### src/rtl/maze_pkg.sv
// ============================================================================
// Module  : maze_pkg
// Brief   : Direction codes and tracker state encoding shared with the solver.
// Revision: 1.0 - initial release
// ============================================================================
`default_nettype none

package maze_pkg;

    localparam logic [1:0] c_DIR_UP    = 2'd0;
    localparam logic [1:0] c_DIR_RIGHT = 2'd1;
    localparam logic [1:0] c_DIR_DOWN  = 2'd2;
    localparam logic [1:0] c_DIR_LEFT  = 2'd3;

    typedef logic [2:0] state_t;

    localparam state_t c_ST_IDLE    = 3'd0;
    localparam state_t c_ST_WAIT    = 3'd1;
    localparam state_t c_ST_REQ     = 3'd2;
    localparam state_t c_ST_TRACK   = 3'd3;
    localparam state_t c_ST_ARRIVED = 3'd4;
    localparam state_t c_ST_NOPATH  = 3'd5;
    localparam state_t c_ST_ERROR   = 3'd6;

endpackage

`default_nettype wire

### src/rtl/maze_pos_step.sv
// ============================================================================
// Module  : maze_pos_step
// Brief   : Registered rat position with one-cell step and bounds check.
// Revision: 1.0 - initial release
// ============================================================================
`default_nettype none

module maze_pos_step
    import maze_pkg::*;
#(
    parameter int N  = 16,
    parameter int CW = 4
) (
    input  logic          clk,
    input  logic          rst,
    input  logic          i_clr,
    input  logic          i_step,
    input  logic [1:0]    i_dir,
    output logic [CW-1:0] o_row,
    output logic [CW-1:0] o_col,
    output logic [CW-1:0] o_nxt_row,
    output logic [CW-1:0] o_nxt_col,
    output logic          o_oob
);

    localparam logic [CW-1:0] c_MAX = CW'(N - 1);

    logic [CW-1:0] r_row;
    logic [CW-1:0] r_col;

    // Target cell and bounds are judged against the current position; no wrap.
    always_comb begin
        o_nxt_row = r_row;
        o_nxt_col = r_col;
        o_oob     = 1'b0;
        case (i_dir)
            c_DIR_UP: begin
                o_oob     = (r_row == '0);
                o_nxt_row = r_row - 1'b1;
            end
            c_DIR_RIGHT: begin
                o_oob     = (r_col == c_MAX);
                o_nxt_col = r_col + 1'b1;
            end
            c_DIR_DOWN: begin
                o_oob     = (r_row == c_MAX);
                o_nxt_row = r_row + 1'b1;
            end
            default: begin
                o_oob     = (r_col == '0);
                o_nxt_col = r_col - 1'b1;
            end
        endcase
    end

    always_ff @(posedge clk) begin
        if (rst || i_clr) begin
            r_row <= '0;
            r_col <= '0;
        end else if (i_step) begin
            r_row <= o_nxt_row;
            r_col <= o_nxt_col;
        end
    end

    assign o_row = r_row;
    assign o_col = r_col;

endmodule

`default_nettype wire

### src/rtl/maze_path_tracker.sv
// ============================================================================
// Module  : maze_path_tracker
// Brief   : Replay-side tracker: arms, requests replay, follows moves to goal.
//           Optional idle timeout in TRACK enabled by MAZE_TRACK_TIMEOUT_EN.
// Revision: 1.0 - initial release
// ============================================================================
`default_nettype none

module maze_path_tracker
    import maze_pkg::*;
#(
    parameter int N       = 16,
    parameter int CW      = 4,
    parameter int SW      = 8,
    parameter int TIMEOUT = 64
) (
    input  logic          clk,
    input  logic          rst,
    input  logic          start,
    input  logic          done,
    input  logic          fail,
    input  logic          move,
    input  logic [1:0]    dir,
    output logic          run,
    output logic [CW-1:0] row,
    output logic [CW-1:0] col,
    output logic [SW-1:0] steps,
    output logic          busy,
    output logic          arrived,
    output logic          nopath,
    output logic          error
);

    localparam logic [CW-1:0] c_GOAL = CW'(N - 1);

    state_t        r_state;
    state_t        w_state_nxt;
    logic [SW-1:0] r_steps;
    logic          w_arm;
    logic          w_move_acc;
    logic          w_step;
    logic          w_oob;
    logic          w_goal;
    logic          w_timeout;
    logic [CW-1:0] w_nxt_row;
    logic [CW-1:0] w_nxt_col;

    assign w_move_acc = move && ((r_state == c_ST_REQ) || (r_state == c_ST_TRACK));
    assign w_step     = w_move_acc && !w_oob;
    assign w_goal     = (w_nxt_row == c_GOAL) && (w_nxt_col == c_GOAL);
    // Any entry into WAIT from a resting state is an arm: clear position/steps.
    assign w_arm      = (w_state_nxt == c_ST_WAIT) && (r_state != c_ST_WAIT);

    maze_pos_step #(
        .N  (N),
        .CW (CW)
    ) u_pos (
        .clk       (clk),
        .rst       (rst),
        .i_clr     (w_arm),
        .i_step    (w_step),
        .i_dir     (dir),
        .o_row     (row),
        .o_col     (col),
        .o_nxt_row (w_nxt_row),
        .o_nxt_col (w_nxt_col),
        .o_oob     (w_oob)
    );

`ifdef MAZE_TRACK_TIMEOUT_EN
    logic [SW-1:0] r_idle_cnt;

    always_ff @(posedge clk) begin
        if (rst || (r_state != c_ST_TRACK) || move) begin
            r_idle_cnt <= '0;
        end else begin
            r_idle_cnt <= r_idle_cnt + 1'b1;
        end
    end

    assign w_timeout = (r_state == c_ST_TRACK) && !move && (r_idle_cnt == SW'(TIMEOUT - 1));
`else
    logic w_unused_timeout;
    assign w_unused_timeout = (TIMEOUT != 0);
    assign w_timeout        = 1'b0;
`endif

    always_comb begin
        w_state_nxt = r_state;
        case (r_state)
            c_ST_IDLE: begin
                if (start) w_state_nxt = c_ST_WAIT;
            end
            c_ST_WAIT: begin
                if (done && fail) w_state_nxt = c_ST_ERROR;
                else if (done)    w_state_nxt = c_ST_REQ;
                else if (fail)    w_state_nxt = c_ST_NOPATH;
                else if (move)    w_state_nxt = c_ST_ERROR;
            end
            c_ST_REQ, c_ST_TRACK: begin
                if (w_move_acc) begin
                    if (w_oob)       w_state_nxt = c_ST_ERROR;
                    else if (w_goal) w_state_nxt = c_ST_ARRIVED;
                    else             w_state_nxt = c_ST_TRACK;
                end else if (r_state == c_ST_REQ) begin
                    w_state_nxt = c_ST_TRACK;
                end else if (w_timeout) begin
                    w_state_nxt = c_ST_ERROR;
                end
            end
            c_ST_ARRIVED: begin
                if (move)       w_state_nxt = c_ST_ERROR;
                else if (start) w_state_nxt = c_ST_WAIT;
            end
            c_ST_NOPATH, c_ST_ERROR: begin
                if (start) w_state_nxt = c_ST_WAIT;
            end
            default: w_state_nxt = c_ST_IDLE;
        endcase
    end

    always_ff @(posedge clk) begin
        if (rst) begin
            r_state <= c_ST_IDLE;
        end else begin
            r_state <= w_state_nxt;
        end
    end

    always_ff @(posedge clk) begin
        if (rst || w_arm) begin
            r_steps <= '0;
        end else if (w_step && (r_steps != '1)) begin
            r_steps <= r_steps + 1'b1;
        end
    end

    assign steps   = r_steps;
    assign run     = (r_state == c_ST_REQ);
    assign busy    = (r_state == c_ST_WAIT) || (r_state == c_ST_REQ) || (r_state == c_ST_TRACK);
    assign arrived = (r_state == c_ST_ARRIVED);
    assign nopath  = (r_state == c_ST_NOPATH);
    assign error   = (r_state == c_ST_ERROR);

endmodule

`default_nettype wire
### config.mk
export PLATFORM = sky130hd
export DESIGN_NAME = maze_path_tracker
export DESIGN_NICKNAME = d
export VERILOG_FILES = /design/src/rtl/maze_pkg.sv /design/src/rtl/maze_pos_step.sv /design/src/rtl/maze_path_tracker.sv
export SDC_FILE = /design/constraint.sdc
export NUM_CORES = 1
export LEC_CHECK = 0
export ABC_AREA = 1
export CELL_PAD_IN_SITES_DETAIL_PLACEMENT = 1
export CELL_PAD_IN_SITES_GLOBAL_PLACEMENT = 1
export CORE_MARGIN = 2
export CORE_UTILIZATION = 36
export DETAILED_ROUTE_END_ITERATION = 7
export GPL_TIMING_DRIVEN = 0
export PLACE_DENSITY = 0.77
export SLEW_MARGIN = 0
export SYNTH_ARGS = -nofsm -noshare
export SYNTH_HDL_FRONTEND = slang
export SYNTH_SLANG_ARGS = --single-unit
### constraint.sdc
create_clock -name clk -period 2.8 [get_ports clk]
set_input_delay 0.28 -clock clk [delete_from_list [all_inputs] [get_ports clk]]
set_output_delay 0.28 -clock clk [all_outputs]
set_load 0.02 [all_outputs]
==> results of run 1 <==
==> cells in the mapped netlist <==
master,instances
nand2_1,62
inv_1,41
nor2_1,28
dfxtp_1,19
o21ai_0,13
a21oi_1,12
nand3_1,12
nor2_2,10
ha_1,9
nor3_1,3
xnor2_1,3
xor2_1,3
buf_2,2
fa_1,2
nand2_2,2
nand4_1,2
nor2_4,2
o21bai_1,2
o221ai_1,2
a211oi_1,1
a21boi_0,1
a31oi_1,1
buf_4,1
buf_6,1
inv_2,1
nand2_4,1
nand4_2,1
nor4_1,1
o31ai_1,1
or2_1,1
or2_2,1
==> routing by layer <==
metal,GRT usage (%),vias up,part of all wire (%)
li1,-,813,-
met1,21.4,705,49
met2,29.6,21,47
met3,3.22,2,3.3
met4,2.61,0,0.37
met5,0,-,0
==> registers in the layout (all words and copies together) (netlist names) <==
signal       cells
steps            8
r_state          3
u_pos.o_col      4
u_pos.o_row      4
==> area by class of cell <==
cell class / instances / area (um^2) / area share [%]
clock buffer: 4 / 45.0 / 2.33
timing repair buffer: 28 / 285 / 14.8
multi-input combinational: 176 / 970 / 50.3
tap: 50 / 62.6 / 3.24
buffer: 4 / 28.8 / 1.49
sequential: 19 / 380 / 19.7
inverter: 42 / 158 / 8.17
==> through the flow <==
stage / power (mW) / worst slack [ns]
5_1_grt: 1.10 / 0.204
3_5_place_dp: 0.837 / -0.348
2_1_floorplan: 0.681 / 0.546
3_3_place_gp: 0.826 / -0.309
6_report: 1.01 / 0.410
4_1_cts: 1.03 / 0.0295
==> cell usage in the layout (no fill, tap or decap), types with 3 or more instances in the layout <==
| cell | Yosys | final |
|---|---|---|
| xor2_1 | 3 | 3 |
| nand3_1 | 12 | 12 |
| clkbuf_8 | 0 | 3 |
| nor3_1 | 3 | 3 |
| o21ai_0 | 13 | 13 |
| dfxtp_1 | 19 | 19 |
| ha_1 | 9 | 8 |
| xnor2_1 | 3 | 3 |
| nand2_1 | 62 | 62 |
| inv_1 | 41 | 41 |
| nor2_1 | 28 | 28 |
| a21oi_1 | 12 | 12 |
| clkdlybuf4s50_1 | 0 | 26 |
| nor2_2 | 10 | 10 |
==> power groups by stage <==
| stage | logic (mW) | registers [mW] | clock network (mW) |
|---|---|---|---|
| floorplan | 0.350 | 0.331 | 0 |
| global placement | 0.497 | 0.329 | 0 |
| detailed placement | 0.506 | 0.331 | 0 |
| CTS | 0.510 | 0.325 | 0.194 |
| global route | 0.568 | 0.330 | 0.205 |
| finish | 0.500 | 0.325 | 0.184 |
==> worst max-delay path by stage <==
stage / to / slack, ns / cells after the start
finish: steps[7] / 0.41 / 17
global route: steps[5] / 0.20 / 17
detailed placement: steps[7] / -0.35 / 17
global placement: u_pos.o_col[1] / -0.31 / 17
CTS: steps[7] / 0.03 / 17
floorplan: steps[6] / 0.55 / 16
==> cell families (layout without fill, tap and decap cells) <==
logic type | count (synthesis) | count (layout) | share of synthesized area (%)
DFF | 19 | 19 | 25.0
adders and majority gates | 11 | 11 | 10.0
buffers and inverters | 46 | 78 | 12.2
and+or+nand+nor | 126 | 126 | 37.1
AOI/OAI and AO/OA | 33 | 33 | 12.2
xor gates and xnor gates | 6 | 6 | 3.45
==> worst max-delay path, stage by stage <==
cell and delay [ns]:
dlymetal6s2s_1 0.18, inv_1 0.16, ha_4 0.19, inv_2 0.07, ha_1 0.31, or2_2 0.30
nand3_1 0.12, nand2_1 0.06, nand2_1 0.05, nand2_1 0.08, nand3_1 0.11, nand2_1 0.08
nand2_2 0.09, nand4_2 0.10, nand2_4 0.13, buf_6 0.18, nor2_2 0.04
==> what timing repair did <==
| item | in CTS | in global routing |
|---|---|---|
| gates resized for setup | 2 | 2 |
| endpoints found under the setup margin | 10 | 10 |
| gates cloned | 0 | 0 |
==> impl_metrics.json, run 1 <==
{
  "cts.sinks": 19,
  "area_delta_synth_final_pct": 26.6,
  "drt_pass1_iterations": 4,
  "gp_congestion": 0.767,
  "yosys_warnings": 0,
  "fmax_ghz": 0.418,
  "combPwrFrac_pct": 49.6,
  "crit_type": "in -> reg",
  "finalWirelength_um": 3780,
  "clkPwrFrac_pct": 18.2,
  "finalNonFillerCells": 323,
  "r2r_slack_ns": 0.45,
  "cts_buffers": 3,
  "htreeDepth": 1,
  "via_count": 1541,
  "tns_ns": 0,
  "cap_violations": 0,
  "postCtsSetupRepairBufs": 0,
  "nNetsFinal": 293,
  "post_dp_cell_area_mm2": 0.00187,
  "maxSlewHeadroom_pct": 79.1,
  "cts_root_buf": "clkbuf_8",
  "vdd_drop_max_uv": 335,
  "rows": 23,
  "cts_tree": "yes",
  "rsz0062_at_grt": "false",
  "die-height_um": 69.1,
  "crit_path_start_kind": "input port",
  "setup_viol": 0,
  "startpoint": "dir[0]",
  "p_per_area_mw_per_mm2": 523,
  "clk_pin_slew_ns": 0.07,
  "n_antenna_cell": 0,
  "timing.final.crit_share_pct": 85.4,
  "fin_skew_ns": 0.00232,
  "drt_iter0_markers": 39,
  "syn_inst": 241,
  "final_util_pct": 47.9,
  "worstPathRequired_ns": 2.95,
  "clockBufferDepth": 2,
  "dp_cells": 319,
  "portBuffers": 28,
  "yosysSeqAreaShare_pct": 25.0,
  "cts_hold_buffers": 0,
  "min-delay-start": "steps[5]",
  "synth_area_mm2": 0.00152,
  "ys_top_cells_by_area": "dfxtp_1, nand2_1, inv_1, ha_1, nor2_1",
  "grt_pass1_wl_um": 6850,
  "initial_core_util_pct": 37.8,
  "rr_startpoint": "u_pos.o_col[0]",
  "yosysUniqueCellTypes": 31,
  "timing.rr.end": "steps[7]",
  "hold_class": "reg -> reg",
  "intPower_mw": 0.588,
  "antenna_found_initial": 0,
  "yosysTopAreaCellShare_pct": 25.0,
  "grt_max_degree": 11,
  "avgViaCountPerCell": 4.77,
  "core-area_mm2": 0.00403,
  "syn_nets": 260,
  "clk_latency_ns": 0.25,
  "finalMaxSlewViolations": 0,
  "die_x_um": 69.1,
  "status": "finished clean",
  "cp_max_fo": 10,
  "dp_hpwl_um": 3080,
  "nFillCells": 543,
  "synth_area_per_cell_um2": 6.32,
  "ys_seq_elements": 19,
  "p_leak_nw": 0.823,
  "fin_area_mm2": 0.00193,
  "grt_pass1_vias": 1558,
  "worstPathArrival_ns": 2.54,
  "ant_nets": 0,
  "tightest_slew_ns": 0.311,
  "period_minus_slack_ns": 2.39,
  "drive_gt1_share_pct": 9.52,
  "synth_top_area_cell": "dfxtp_1",
  "grt-ovfl-total": 0,
  "hold_ws_ns": 0.569,
  "whs_path_depth": 2,
  "p_seq_share_pct": 32.2,
  "io_pins": 29,
  "hold_violations": 0,
  "track_usage_pct": 16.7,
  "reg2regPathDepth": 14,
  "hold_path_end": "steps[5]",
  "end_kind": "flop",
  "p_sw_share_pct": 41.7,
  "dieArea_mm2": 0.00477,
  "switchingPower_mw": 0.421,
  "drc": 0,
  "routedWlPerCell_um": 11.7
}
Note: power is estimated with default switching activity, not from simulation.
==> run 2: changes to the inputs <==
--- a/config.mk
+++ b/config.mk
@@ -11,7 +11,7 @@
 export CORE_MARGIN = 2
 export CORE_UTILIZATION = 36
 export DETAILED_ROUTE_END_ITERATION = 7
-export GPL_TIMING_DRIVEN = 0
+export GPL_TIMING_DRIVEN = 1
 export PLACE_DENSITY = 0.77
 export SLEW_MARGIN = 0
 export SYNTH_ARGS = -nofsm -noshare
==> run 2 against run 1 <==
Compared with the run above:
- critical path depth decreased by 2
- die area is the same
- non-clock buffer count is 5 higher
- register-to-register slack better by 0.06 ns
- hold slack better by 0.018 ns
- count of clock-buffer cells in the layout unchanged
- combinational power is 11% higher
- wire length increased by 12%
- via count grew 4.9%
- critical path type unchanged
- critical endpoint is now u_pos.o_row[2]
==> impl_metrics.json, run 2 (synthesis gave the netlist of run 1 again) <==
{
  "drive_gt1_share_pct": 11.8,
  "whs_path_depth": 3,
  "htreeDepth": 1,
  "grt_pass1_vias": 1590,
  "finalMaxSlewViolations": 0,
  "area_delta_synth_final_pct": 30.9,
  "nFillCells": 547,
  "grt_max_degree": 17,
  "portBuffers": 28,
  "cts.sinks": 19,
  "crit_path_start_kind": "input port",
  "pre_cts_ws_ns": -0.110,
  "io_pins": 29,
  "tightest_slew_ns": 0.431,
  "hold_violations": 0,
  "final_cell_mix": "nand2_1, inv_1, nor2_1, clkdlybuf4s50_1, dfxtp_1",
  "fin_skew_ns": 0.00179,
  "routedWlPerCell_um": 12.9,
  "final_util_pct": 49.5,
  "grt-ovfl-total": 0,
  "hold_path_end": "steps[3]",
  "r2r_slack_ns": 0.51,
  "postCtsSetupRepairBufs": 0,
  "worstPathRequired_ns": 2.95,
  "core-area_mm2": 0.00403,
  "clockBufferDepth": 2,
  "end_kind": "flop",
  "cts_tree": "yes",
  "power.total_mw": 1.08,
  "largest_register_ff_count": 8,
  "setup_viol": 0,
  "layout_commonest_cell": "nand2_1",
  "drc": 0,
  "critical_path.cell_chain": "clkdlybuf4s50_1, inv_1, ha_1, fa_1, inv_1, nand2_1, o21ai_0, nand3_1, nor2_1, nand3_1, nand2_1, nand2_2, nand4_4, nand2_8, nor2_1",
  "antenna_found_initial": 0,
  "cpMaxStageDelayCell": "clkdlybuf4s50_1",
  "crit_type": "in -> reg",
  "grt_pass1_wl_um": 7080,
  "min-delay-start": "steps[3]",
  "via_count": 1616,
  "drt_pass1_iterations": 4,
  "startpoint": "dir[1]",
  "gp_congestion": 0.752,
  "period_minus_slack_ns": 2.62,
  "finalWirelength_um": 4250,
  "track_usage_pct": 17.6,
  "cap_violations": 0,
  "cts_resized": 0,
  "status": "finished clean",
  "clk_pin_slew_ns": 0.07,
  "p_leak_nw": 0.830,
  "nNetsFinal": 299,
  "drt_iter0_markers": 38,
  "reg2regPathDepth": 13,
  "avgViaCountPerCell": 4.91,
  "p_per_area_mw_per_mm2": 539,
  "cts_buffers": 3,
  "rows": 23,
  "ant_nets": 0,
  "hold_ws_ns": 0.587,
  "dp_hpwl_um": 3290,
  "cts_root_buf": "clkbuf_8",
  "rr_startpoint": "u_pos.o_col[1]",
  "fmax_ghz": 0.381,
  "timing.rr.end": "u_pos.o_row[2]",
  "maxSlewHeadroom_pct": 70.9,
  "layout_setup_ws_ns": 0.179,
  "cp_max_fo": 8,
  "tns_ns": 0,
  "timing.final.crit_share_pct": 93.6,
  "dieArea_mm2": 0.00477,
  "worstPathArrival_ns": 2.77,
  "n_antenna_cell": 0,
  "vdd_drop_max_uv": 273,
  "hold_class": "reg -> reg",
  "clk_latency_ns": 0.25,
  "cts_hold_buffers": 0,
  "initial_core_util_pct": 37.8,
  "die_x_um": 69.1,
  "die-height_um": 69.1,
  "cpPeakStageDelay_ns": 0.53
}
run 2: cell count changes in the layout (fill, tap and decap cells not counted):
| cell | delta |
|---|---|
| buf_2 | -2 |
| nand4_4 | +1 |
| nand2_4 | -1 |
| a21oi_2 | +1 |
| ha_4 | -1 |
| ha_2 | +1 |
| buf_4 | +8 |
| buf_6 | -1 |
| dlymetal6s2s_1 | -2 |
| a21oi_1 | -1 |
| nand4_2 | -1 |
| nand2_8 | +2 |
| clkdlybuf4s50_1 | +2 |
run 2: area by class of cell:
cell class	instances	area, um^2	area share [%]
multi-input combinational	177	1000	50.2
sequential	19	380	19.1
timing repair buffer	37	348	17.4
inverter	42	158	7.90
tap	50	62.6	3.14
clock buffer	4	45.0	2.26
run 2: where the power goes:
part           switching [mW]  internal [mW]  total (mW)
clock network          0.0893          0.101       0.190
registers              0.0359          0.296       0.332
logic                   0.349          0.205       0.554
run 2: layer usage:
| metal | vias up | wire length [um] | share of wire [%] | global-route usage (%) |
|---|---|---|---|---|
| met1 | 753 | 1980 | 47 | 23.2 |
| met5 | - | 0 | 0 | 0 |
| met4 | 0 | 31 | 0.73 | 3.27 |
| met2 | 29 | 2090 | 49 | 31.0 |
| met3 | 4 | 152 | 3.6 | 2.19 |
| li1 | 830 | - | - | - |
run 2: how the worst max path moves through the flow:
| stage | endpoint |
|---|---|
| final | u_pos.o_row[2] |
| after detailed placement | u_pos.o_row[2] |
| after global placement | steps[3] |
| after global routing | steps[2] |
| after CTS | u_pos.o_row[2] |
| after floorplan | steps[6] |
run 2: stage by stage:
stage                     instance area (um^2)  std cells
after floorplan                           1520        241
after global placement                    1910        324
after detailed placement                  1910        324
after CTS                                 1950        328
after global routing                      1990        329
final                                     1990        329
run 2: critical path, delay by kind of cell:
family | cells | cell delay (ns)
AOI/OAI and AO/OA | 1 | 0.17
adders and majority gates | 2 | 0.74
buffers and inverters | 3 | 0.65
and+or+nand+nor | 9 | 0.92
==> run 3: changes to the inputs <==
--- a/config.mk
+++ b/config.mk
@@ -9,11 +9,12 @@
 export CELL_PAD_IN_SITES_DETAIL_PLACEMENT = 1
 export CELL_PAD_IN_SITES_GLOBAL_PLACEMENT = 1
 export CORE_MARGIN = 2
-export CORE_UTILIZATION = 36
+export CORE_UTILIZATION = 37
 export DETAILED_ROUTE_END_ITERATION = 7
 export GPL_TIMING_DRIVEN = 1
 export PLACE_DENSITY = 0.77
 export SLEW_MARGIN = 0
 export SYNTH_ARGS = -nofsm -noshare
 export SYNTH_HDL_FRONTEND = slang
+export SYNTH_HIERARCHICAL = 1
 export SYNTH_SLANG_ARGS = --single-unit
==> run 3 against run 2 <==
Compared with the run above:
- core utilization increased by 3.4 points
- non-clock buffer count grew 13
- via count grew 7.9%
- critical path type unchanged
- largest cell class unchanged
==> impl_metrics.json, run 3 <==
{
  "yosysMostFrequentCell": "nand2_1",
  "synth_area_per_cell_um2": 6.47,
  "clkPwrFrac_pct": 14.8,
  "cts_buffers": 3,
  "ant_nets": 0,
  "synth_area_mm2": 0.00167,
  "p_leak_nw": 1.07,
  "maxSlewHeadroom_pct": 72.5,
  "worstPathArrival_ns": 2.62,
  "die-height_um": 71.2,
  "drt_pass1_iterations": 4,
  "cts_root_buf": "clkbuf_8",
  "io_pins": 29,
  "hold_violations": 0,
  "cap_violations": 0,
  "p_per_area_mw_per_mm2": 586,
  "post_dp_cell_area_mm2": 0.00215,
  "avgViaCountPerCell": 4.82,
  "gp_congestion": 0.752,
  "yosysTopAreaCellShare_pct": 22.8,
  "ys.flop_type": "dfxtp_1",
  "syn_inst": 258,
  "p_seq_share_pct": 27.5,
  "die_x_um": 71.2,
  "worstPathRequired_ns": 3.01,
  "drc": 0,
  "period_minus_slack_ns": 2.42,
  "async_flop_share_pct": 0,
  "combPwrFrac_pct": 57.7,
  "ys_seq_elements": 19,
  "cts_hold_buffers": 0,
  "grt_pass1_vias": 1779,
  "drive_gt1_share_pct": 21.3,
  "crit_type": "in -> reg",
  "ys_top_cells_by_area": "dfxtp_1, nand2_1, inv_1, ha_1, nand3_1",
  "grt-ovfl-total": 0,
  "nFillCells": 582,
  "p_sw_share_pct": 45.7,
  "cts.sinks": 19,
  "yosysSeqAreaShare_pct": 22.8,
  "grt_max_degree": 15,
  "synth_common_cells": "nand2_1, inv_1, nand3_1",
  "yosysUniqueCellTypes": 33,
  "synth_top_area_cell": "dfxtp_1",
  "setup_viol": 0,
  "clk_latency_ns": 0.26,
  "fmax_ghz": 0.414,
  "fin_skew_ns": 0.00166,
  "rows": 24,
  "tightest_slew_ns": 0.413,
  "clockBufferDepth": 2,
  "antenna_found_initial": 0,
  "clk_pin_slew_ns": 0.07,
  "finalMaxSlewViolations": 0,
  "status": "finished clean",
  "track_usage_pct": 19.0,
  "htreeDepth": 1,
  "routedWlPerCell_um": 12.6,
  "grt_pass1_wl_um": 7850,
  "via_count": 1744,
  "area_delta_synth_final_pct": 38.0,
  "cp_max_fo": 8,
  "yosys_warnings": 6,
  "finalNonFillerCells": 362,
  "n_antenna_cell": 0,
  "switchingPower_mw": 0.617,
  "core-area_mm2": 0.00435,
  "intPower_mw": 0.733,
  "layout_commonest_cell": "nand2_1",
  "largest_register_ff_count": 8,
  "dp_hpwl_um": 3610,
  "fin_area_mm2": 0.00230,
  "nNetsFinal": 331,
  "end_kind": "flop",
  "timing.final.crit_share_pct": 86.4,
  "cts_tree": "yes",
  "dp_cells": 356,
  "syn_nets": 278,
  "synth_edf_count": 0,
  "vdd_drop_max_uv": 316,
  "rsz0062_at_grt": "false",
  "hold_class": "reg -> reg",
  "portBuffers": 28,
  "finalWirelength_um": 4540,
  "final_cell_mix": "nand2_1, inv_1, clkdlybuf4s50_1, buf_4, nand3_1",
  "dieArea_mm2": 0.00506,
  "drt_iter0_markers": 45,
  "crit_path_start_kind": "input port",
  "initial_core_util_pct": 38.3
}
==> run 3: changes by cell type after synthesis, moves of 4 or more <==
cell	previous run	this run
inv_1	41	45
inv_2	1	5
nand2_1	62	73
nand3_1	12	20
nor2_1	28	14
o21ai_1	0	5
==> run 3: logic make-up (layout without fill, tap and decap cells) <==
group | after synthesis | after routing | synth area share, %
compound gates | 32 | 32 | 10.6
fa+ha+maj | 12 | 12 | 9.90
xor+xnor | 9 | 9 | 4.72
buf+inv | 53 | 105 | 12.1
flops | 19 | 19 | 22.8
simple gates | 133 | 133 | 39.9
==> run 3: cell type report <==
type	count	area (um^2)	area share, %
inverter	51	195	8.47
sequential	19	380	16.5
multi-input combinational	186	1160	50.5
clock buffer	4	45.0	1.96
timing repair buffer	50	454	19.7
tap	52	65.1	2.82
==> run 3: final timing paths <==
check / start / endpoint / slack (ns) / cells after the start
worst max register to register: u_pos/o_col[0] / u_pos/o_row[0] / 0.40 / 14
worst min register to register: steps[0] / steps[0] / 0.60 / 4
worst min-delay path: steps[0] / steps[0] / 0.60 / 4
worst max-delay path: dir[1] / u_pos/o_row[0] / 0.38 / 18
==> run 3: metrics by stage <==
stage	power (mW)	TNS [ns]	hold slack, ns	worst slack [ns]	util [%]
after floorplan	0.858	0	0.352	0.342	-
after global placement	1.10	-3.14	0.575	-0.400	49.5
after global routing	1.46	0	0.648	0.248	52.9
final	1.35	0	0.604	0.382	52.9
after detailed placement	1.12	-4.26	0.602	-0.470	49.5
after CTS	1.34	0	0.617	0.0258	51.0
==> run 3: timing repair <==
action,4_1_cts,5_1_grt
pin swaps,0,4
setup buffers,0,2
cloned,0,0
endpoints found under the setup margin,8,8
resized for setup,6,15
==> run 3: power groups by stage <==
stage / Combinational, mW / Sequential, mW / Clock, mW
floorplan: 0.479 / 0.380 / 0
global placement: 0.729 / 0.375 / 0
detailed placement: 0.748 / 0.375 / 0
CTS: 0.767 / 0.369 / 0.206
global route: 0.868 / 0.379 / 0.218
finish: 0.778 / 0.372 / 0.199
==> run 3: per-layer routing <==
layer  vias to the layer above  share of wire [%]  global-route usage [%]
met5                         -                  0                       0
met4                         0               0.40                    3.14
met3                         4                2.8                    2.99
met2                        27                 50                    34.5
met1                       813                 47                    24.0
li1                        900                  -                       -
==> run 3: critical path, stage by stage <==
cell and delay [ns]:
dlymetal6s2s_1 0.15, inv_1 0.11, ha_4 0.16, inv_4 0.05, fa_2 0.52, nand2_1 0.06
o21ai_0 0.13, nand2_1 0.11, nor2_2 0.15, nand2_2 0.09, nand2_4 0.07, nand2_4 0.05
nand4_4 0.08, inv_2 0.04, or2_4 0.26, a21oi_1 0.12, o21ai_0 0.10, inv_1 0.08
